$ cat config.mk
export PLATFORM = sky130hd
export DESIGN_NAME = registrador_display_multi
export DESIGN_NICKNAME = d
export VERILOG_FILES = /design/src/rtl/registrador_pkg.sv /design/src/rtl/hex_decoder_7seg.sv /design/src/rtl/registrador_display_multi.sv
export SDC_FILE = /design/constraint.sdc
export NUM_CORES = 1
export LEC_CHECK = 0
export ABC_AREA = 1
export ABC_CLOCK_PERIOD_IN_PS = 6000
export CAP_MARGIN = 5
export CORE_ASPECT_RATIO = 0.75
export CORE_MARGIN = 8
export CORE_UTILIZATION = 30
export CTS_BUF_LIST = sky130_fd_sc_hd__clkbuf_4 sky130_fd_sc_hd__clkbuf_8
export DETAILED_ROUTE_END_ITERATION = 7
export MAX_ROUTING_LAYER = met4
export SYNTH_ARGS = -nofsm -noshare
export SYNTH_HDL_FRONTEND = slang
export SYNTH_SLANG_ARGS = --single-unit
$ cat constraint.sdc
create_clock -name clk -period 6 [get_ports clk]
set_input_delay 1.5 -clock clk [delete_from_list [all_inputs] [get_ports clk]]
set_output_delay 1.5 -clock clk [all_outputs]
set_load 0.005 [all_outputs]
$ cat src/rtl/registrador_pkg.sv
// rtl/registrador_pkg.sv - op encodings, blank glyph and 7-segment lookup shared by the display bank
package registrador_pkg;

  typedef enum logic [1:0] {
    OP_HOLD  = 2'b00,
    OP_WRITE = 2'b01,
    OP_SHIFT = 2'b10,
    OP_CLEAR = 2'b11
  } op_e;

  // All segments off (segments are active-low, order gfedcba)
  localparam logic [6:0] SEG_BLANK = 7'b1111111;

  function automatic logic [6:0] seg7(input logic [3:0] nib);
    logic [6:0] s;
    case (nib)
      4'h0: s = 7'b1000000;
      4'h1: s = 7'b1111001;
      4'h2: s = 7'b0100100;
      4'h3: s = 7'b0110000;
      4'h4: s = 7'b0011001;
      4'h5: s = 7'b0010010;
      4'h6: s = 7'b0000010;
      4'h7: s = 7'b1111000;
      4'h8: s = 7'b0000000;
      4'h9: s = 7'b0010000;
      4'hA: s = 7'b0001000;
      4'hB: s = 7'b0000011;
      4'hC: s = 7'b1000110;
      4'hD: s = 7'b0100001;
      4'hE: s = 7'b0000110;
      default: s = 7'b0001110;
    endcase
    return s;
  endfunction

endpackage

$ cat src/rtl/hex_decoder_7seg.sv
// rtl/hex_decoder_7seg.sv - one nibble to active-low gfedcba segments with a blank override
module hex_decoder_7seg
  import registrador_pkg::*;
(
  input  logic [3:0] nibble,
  input  logic       blank,
  output logic [6:0] seg
);

  // Blank wins over the glyph so leading-zero and cursor blanking need no other path
  always_comb begin
    seg = seg7(nibble);
    if (blank) seg = SEG_BLANK;
  end

endmodule

$ cat src/rtl/registrador_display_multi.sv
// rtl/registrador_display_multi.sv - N-digit hex register bank with 7-seg decode; cursor blink under REGISTRADOR_DISPLAY_MULTI_BLINK_EN
module registrador_display_multi
  import registrador_pkg::*;
#(
  parameter int NUM_DIGITS = 4,
  parameter int LZ_BLANK   = 1,
  parameter int BLINK_DIV  = 25000000,
  localparam int AW = (NUM_DIGITS > 1) ? $clog2(NUM_DIGITS) : 1
) (
  input  logic                    clk,
  input  logic                    rst,
  input  logic                    enable,
  input  logic [1:0]              op,
  input  logic [AW-1:0]           addr,
  input  logic [3:0]              data,
  output logic [4*NUM_DIGITS-1:0] value,
  output logic [7*NUM_DIGITS-1:0] hex,
  output logic                    ovf
);

  if (NUM_DIGITS < 1 || NUM_DIGITS > 8) begin : g_bad_digits
    $error("NUM_DIGITS must be 1..8");
  end
  if (BLINK_DIV < 1) begin : g_bad_div
    $error("BLINK_DIV must be at least 1");
  end

  logic [3:0]            dig_q [NUM_DIGITS];
  logic [3:0]            dig_d [NUM_DIGITS];
  logic                  ovf_q, ovf_d;
  logic [NUM_DIGITS-1:0] blank_lz;
  logic [NUM_DIGITS-1:0] blank;
  logic                  in_range;

  assign in_range = int'(addr) < NUM_DIGITS;

  // Next digit/ovf state from the qualified op; enable=0 behaves as HOLD
  always_comb begin
    dig_d = dig_q;
    ovf_d = ovf_q;
    if (enable) begin
      case (op_e'(op))
        OP_WRITE: if (in_range) dig_d[addr] = data;
        OP_SHIFT: begin
          for (int k = NUM_DIGITS - 1; k >= 1; k--) dig_d[k] = dig_q[k-1];
          dig_d[0] = data;
          if (dig_q[NUM_DIGITS-1] != 4'h0) ovf_d = 1'b1;
        end
        OP_CLEAR: begin
          for (int k = 0; k < NUM_DIGITS; k++) dig_d[k] = 4'h0;
          ovf_d = 1'b0;
        end
        default: ;
      endcase
    end
  end

  // Digit bank and sticky overflow; reset beats any op
  always_ff @(posedge clk) begin
    if (rst) begin
      for (int k = 0; k < NUM_DIGITS; k++) dig_q[k] <= 4'h0;
      ovf_q <= 1'b0;
    end else begin
      dig_q <= dig_d;
      ovf_q <= ovf_d;
    end
  end

  // Walk from the top digit down: a display is a leading zero until a nonzero digit is seen
  always_comb begin
    logic seen_nz;
    seen_nz  = 1'b0;
    blank_lz = '0;
    for (int k = NUM_DIGITS - 1; k >= 0; k--) begin
      seen_nz     = seen_nz | (dig_q[k] != 4'h0);
      blank_lz[k] = (LZ_BLANK != 0) && (k != 0) && !seen_nz;
    end
  end

`ifdef REGISTRADOR_DISPLAY_MULTI_BLINK_EN
  localparam int CW = (BLINK_DIV > 1) ? $clog2(BLINK_DIV) : 1;

  logic [CW-1:0] cnt_q, cnt_d;
  logic          phase_q, phase_d;

  // Free-running half-period counter; edits restart it so the cursor shows at once
  always_comb begin
    cnt_d   = cnt_q + CW'(1);
    phase_d = phase_q;
    if (enable && (op_e'(op) == OP_WRITE || op_e'(op) == OP_SHIFT)) begin
      cnt_d   = '0;
      phase_d = 1'b0;
    end else if (cnt_q == CW'(BLINK_DIV - 1)) begin
      cnt_d   = '0;
      phase_d = ~phase_q;
    end
  end

  // Blink counter and phase registers
  always_ff @(posedge clk) begin
    if (rst) begin
      cnt_q   <= '0;
      phase_q <= 1'b0;
    end else begin
      cnt_q   <= cnt_d;
      phase_q <= phase_d;
    end
  end

  // Cursor blanking overrides both the glyph and leading-zero state
  always_comb begin
    blank = blank_lz;
    for (int k = 0; k < NUM_DIGITS; k++) begin
      if (phase_q && in_range && int'(addr) == k) blank[k] = 1'b1;
    end
  end
`else
  // Without the blink option only leading-zero blanking applies
  always_comb begin
    blank = blank_lz;
  end
`endif

  for (genvar k = 0; k < NUM_DIGITS; k++) begin : g_digit
    assign value[4*k +: 4] = dig_q[k];
    hex_decoder_7seg u_dec (
      .nibble (dig_q[k]),
      .blank  (blank[k]),
      .seg    (hex[7*k +: 7])
    );
  end

  assign ovf = ovf_q;

endmodule

# Word-level counts from Yosys, hierarchy flattened
# Memory sizes are Yosys's and may differ from the RTL's. A register that Yosys moved wholly into a read port is not among the register bits.
# Index checks and enable logic that the tools add are counted.
# word_totals
regBits,17
romBits,448
inputBits,11
wordCells,43
mem_count,4
# memory_table
memory,depth,width,read_ports,rd_clocked_by_memory_dff,wr,line,source
(name not given),16,7,1,1,0,registrador_pkg.sv:16,case (nib)
(name not given),16,7,1,1,0,registrador_pkg.sv:16,
(name not given),16,7,1,1,0,registrador_pkg.sv:16,
(name not given),16,7,1,1,0,registrador_pkg.sv:16,
# op_classes
order_cmp,2
eq_ne,4
n_mux,17
bitwise_logic,3
n_reduce_logical,8
# op_table
operator,count
16-bit case mux with 3 select lines,1
4-bit 2-to-1 mux,9
7-bit 2-to-1 mux,3
16-bit bitwise mux,1
4-bit nonzero test,3
4-bit demux with 2-bit select,1
2-bit equality test (second input constant),2
3-bit greater-or-equal comparator (second input constant),1
3-bit by 1-bit < comparator with 1-bit output (second input constant),1
2-bit NOT with 3-bit output,1
3-bit AND reduction,1
3-bit nonzero test,1
2-bit by 1-bit equality test with 1-bit output (second input constant),1
2-bit inequality test (second input constant),1
1-bit bitwise OR,2
1-bit case mux with 2 select lines,1
2-bit AND reduction,1
2-bit nonzero test,1
1-bit logical AND,1
1-bit 2-to-1 mux,1

# Longest topological paths before layout
# logic_depth
depth_word,9
depth_mapped,13
depth_no_buf,12

# By module
# A second synthesis with hierarchy kept.
# unflattened
cells_unflattened,397
area_unflattened_um2,2249.7
# modules_own_cells
mod,instances,cells_per_inst,area_per_inst_um2
registrador_display_multi,1,193,1074.8
hex_decoder_7seg at g_digit[1].u_dec ...,3,51,294.0
hex_decoder_7seg at g_digit[0].u_dec,1,51,292.8

# Least setup slack after synthesis
# OpenSTA, ideal clock, no wires.
# synth_path
path_type,input-to-reg
start,input port addr[0]
end,register g_digit[0].u_dec.seg[3] (netlist name)
arrival_time_ps,2851
required_ps,5888
setup_slack_ps,3037
stages,11
path_buffers,1
path_cell_list,buf_4 o21ai_4 nand2_4 nand2_1 nand3_1 inv_1 ha_1 inv_1 nand4_1 nand3_1 nand2_1
# synth_between
elab_chain_cells,9
# synth_rtl
item,line,source
"start, declared",registrador_display_multi.sv:14,"input logic [AW-1:0] addr,"
2-bit NOT with 3-bit output (implied by the code) *,registrador_display_multi.sv:43,OP_WRITE: if (in_range) dig_d[addr] = data;
3-bit greater-or-equal comparator (implied by the code) or 3-bit by 1-bit < comparator with 1-bit output (tied branches),registrador_display_multi.sv:43,
1-bit logical AND (implied by the code),registrador_display_multi.sv:43,
4-bit 2-to-1 mux (implied by the code),registrador_display_multi.sv:43,
4-bit demux with 2-bit select *,registrador_display_multi.sv:43,
16-bit bitwise mux *,registrador_display_multi.sv:43,
16-bit case mux with 3 select lines *,registrador_display_multi.sv:42,case (op_e'(op))
4-bit 2-to-1 mux (no source line) * (2 in series),-,
# Mark *: on every way between the ends. The rest lies on a longest branch, timed or not.
# A chain may end at the register's enable or synchronous reset.

# Worst setup path in the final report
# layout_path
start,register dig_q (netlist bit value[13])
end,output port hex[8]
# layout_between
elab_chain_cells,4
# layout_rtl
item,line,source
"start, declared",registrador_display_multi.sv:28,logic [3:0] dig_q [NUM_DIGITS];
"start signal, assigned",registrador_display_multi.sv:64,dig_q <= dig_d;
4-bit nonzero test,registrador_display_multi.sv:75,seen_nz = seen_nz | (dig_q[k] != 4'h0);
1-bit bitwise OR (2 in series),registrador_display_multi.sv:75,
7-bit 2-to-1 mux,hex_decoder_7seg.sv:13,if (blank) seg = SEG_BLANK;
"end, declared",registrador_display_multi.sv:17,"output logic [7*NUM_DIGITS-1:0] hex,"
# Every way passes these cells.

==> impl_metrics.yaml <==
power_and_ir_drop:
  p_per_area_mw_per_mm2: 238
  p_sw_mw: 0.282
  pwr-share-seq: 0.388
  p_clk_frac: 0.267
  cellInternalPower_mw: 0.623
  power.total_mw: 0.905
  switching_share: 0.311
  p_leak_nw: 2.06
  p_comb_frac: 0.345
  irDropWorstVdd_uv: 83.2
cts:
  root_buffer: "clkbuf_8"
  path_clk_slew_ns: 0.08
  clkLatencyLatePin_ns: 0.29
  cts_buffers: 5
  cts_buffer_depth: 2
  clock_sinks: 45
  cts_tree: "yes"
  cts.htree.levels: 2
  cts_resized: 0
  post_cts_buffers: 0
  hold_buffers: 0
logic_synthesis:
  yosys_register_bits: 45
  ys_async_sr_fraction: 0
  ys_types: 30
  synth_largest_area_cell: "dfxtp_1"
  avgSynthCellArea_sq_um: 6.60
  synth-seq-area-share: 0.298
  yosysTopAreaCellShare: 0.298
  syn-num-nets: 493
  ys_top_cells_by_area: "dfxtp_1 30%, nand2_1 19%, nand3_1 12%"
  synth_cells: 458
  synth_edf_count: 0
  synth_area_sq_mm: 0.00302
  yosys_warnings: 0
  synth_flop_cell: "dfxtp_1"
timing:
  rsz0062_at_grt: "no"
  fin_crit_ns: 4.01
  finalHoldViolCount: 0
  max_freq_mhz: 249
  worst_clock_skew_ns: 0.00587
  relSlewSlack: 0.493
  max_slew.worst_pin.slew_ns: 0.760
  fin_crit_sh: 0.669
  setup_violations: 0
  slew_violations: 0
  fin_tns_setup_ns: 0
route:
  drtPass1Iterations: 4
  drc: 0
  wirelength_mm: 7.65
  drt-initial-drc-count: 276
  postRouteAntennaNets: 0
  vias_per_cell: 4.45
  num_vias: 2877
  post_drt_wl_per_cell_um: 11.8
critical_path:
  critPathMaxStageDelay_ns: 0.51
  cp-end-kind: "output port"
  r2r_start: "value[9]$_SDFFE_PP0N_"
  critical-path-top-delay-family: "simple AND/OR/NAND/NOR gates"
  r2r_slack_ns: 4.23
  cp_cell_sequence: "inv_1 > nand4_2 > nor4_4 > nand3_1 > nand2_1 > clkdlybuf4s50_1"
  cp.buffers_inverters: 2
  cp.arrival_ns: 2.51
  startpoint_type: "flip-flop"
  worstPathMaxFanout: 9
  crit_required_ns: 4.50
  crit_start: "value[13]$_SDFFE_PP0N_"
  critPathKind: "reg -> out"
  r2r_cells: 8
  cpMaxStageDelayCell: "clkdlybuf4s50_1"
place:
  globalplace.congestion: 0.857
  numPlacedInstances: 638
  dpl.hpwl_mm: 6.02
  port_buffers: 55
  placed_cell_area_sq_mm: 0.00368
finish:
  n_antenna_cell: 0
  final_util: 0.391
  final.fill_count: 999
  drive_above_1_share: 0.0973
  final_nets: 548
  fin_cells: 646
  final_area_sq_mm: 0.00380
  final_common_cell: "nand2_1"
  final_cell_mix: "151 x nand2_1, 72 x inv_1, 70 x nand3_1, 55 x clkdlybuf4s50_1, 45 x dfxtp_1"
  area_growth_pct: 25.8
flow_run:
  maxCapViolCount: 0
min_path:
  hold_class: "reg -> reg"
  hold_end: "ovf$_SDFFE_PP0P_"
  hp-start: "ovf$_SDFFE_PP0P_"
  whs_path_depth: 2
floorplanning:
  coreArea_sq_mm: 0.00974
  die_area_sq_mm: 0.0136
  die_h_um: 103
  pin_count: 56
  die_w_um: 132
  fp-row-count: 31
  start_util: 0.310
grt:
  met3_usage: 0.0234
  grt_max_degree: 24
  grt_overflow: 0
  grt.total_usage: 0.122
  grt_pass1_vias: 2734
  grt_pass1_wl_mm: 13.4
  antenna_found_initial: 0
  grtUsageMet1: 0.172
  top_usage_layer: "met2"
  met2_usage: 0.172
status:
  status: "complete, no violations"
==> per-stage QoR <==
step           worst slack [ns]  hold slack [ns]
6_report                   1.99            0.508
5_1_grt                    1.73            0.575
4_1_cts                    1.93            0.520
3_5_place_dp               2.16            0.484
3_3_place_gp               2.19            0.488
2_1_floorplan              3.04            0.461
==> worst max-delay path by stage <==
stage / slack (ns) / cells after the start / to
final: 1.99 / 6 / hex[8]
after global routing: 1.73 / 6 / hex[7]
after CTS: 1.93 / 6 / hex[12]
after detailed placement: 2.16 / 12 / g_digit[0].u_dec.seg[3]$_DFF_P_
after global placement: 2.19 / 11 / flip-flop
after floorplan: 3.04 / 11 / g_digit[0].u_dec.seg[3]$_DFF_P_
==> power groups by stage <==
| stage | clock network [mW] | registers (mW) | logic, mW |
|---|---|---|---|
| after detailed placement | 0 | 0.359 | 0.315 |
| after CTS | 0.250 | 0.352 | 0.316 |
| after global placement | 0 | 0.359 | 0.313 |
| after floorplan | 0 | 0.356 | 0.175 |
| after global routing | 0.264 | 0.356 | 0.356 |
| final | 0.241 | 0.351 | 0.312 |
==> cell usage after synthesis, types with 5 or more instances <==
master and instances:
nand3_1 70, ha_1 24, a21oi_1 6, inv_1 72
dfxtp_1 45, inv_2 12, or2_2 7, nand2_1 151
nand2_4 6, nand2_2 8, nand4_1 5, o21ai_0 22
==> cell type report <==
class                           instances  area (sq um)  share of cell area
Clock buffer                            7          90.1              0.0237
Clock inverter                          1          30.0             0.00790
Inverter                               85           320              0.0842
Multi-Input combinational cell        321          1750               0.459
Sequential cell                        45           901               0.237
Tap cell                              132           165              0.0434
Timing Repair Buffer                   55           551               0.145
==> kinds of logic after synthesis <==
kind of cell    synth area share
simple gates               0.415
flops                      0.298
fa+ha+maj                 0.0994
buf+inv                    0.124
compound gates            0.0629
==> metal layers <==
layer,part of all wire,vias up
li1,-,1534
met2,0.40,64
met3,0.043,4
met5,0,-
met4,0.0072,0
met1,0.55,1275
==> worst min-delay path, stage by stage, from the launching register on <==
cell and delay [ns]:
dfxtp_1 0.35, a31oi_1 0.05, nor2_1 0.07
No activity file was read; power rests on OpenSTA's default activity.
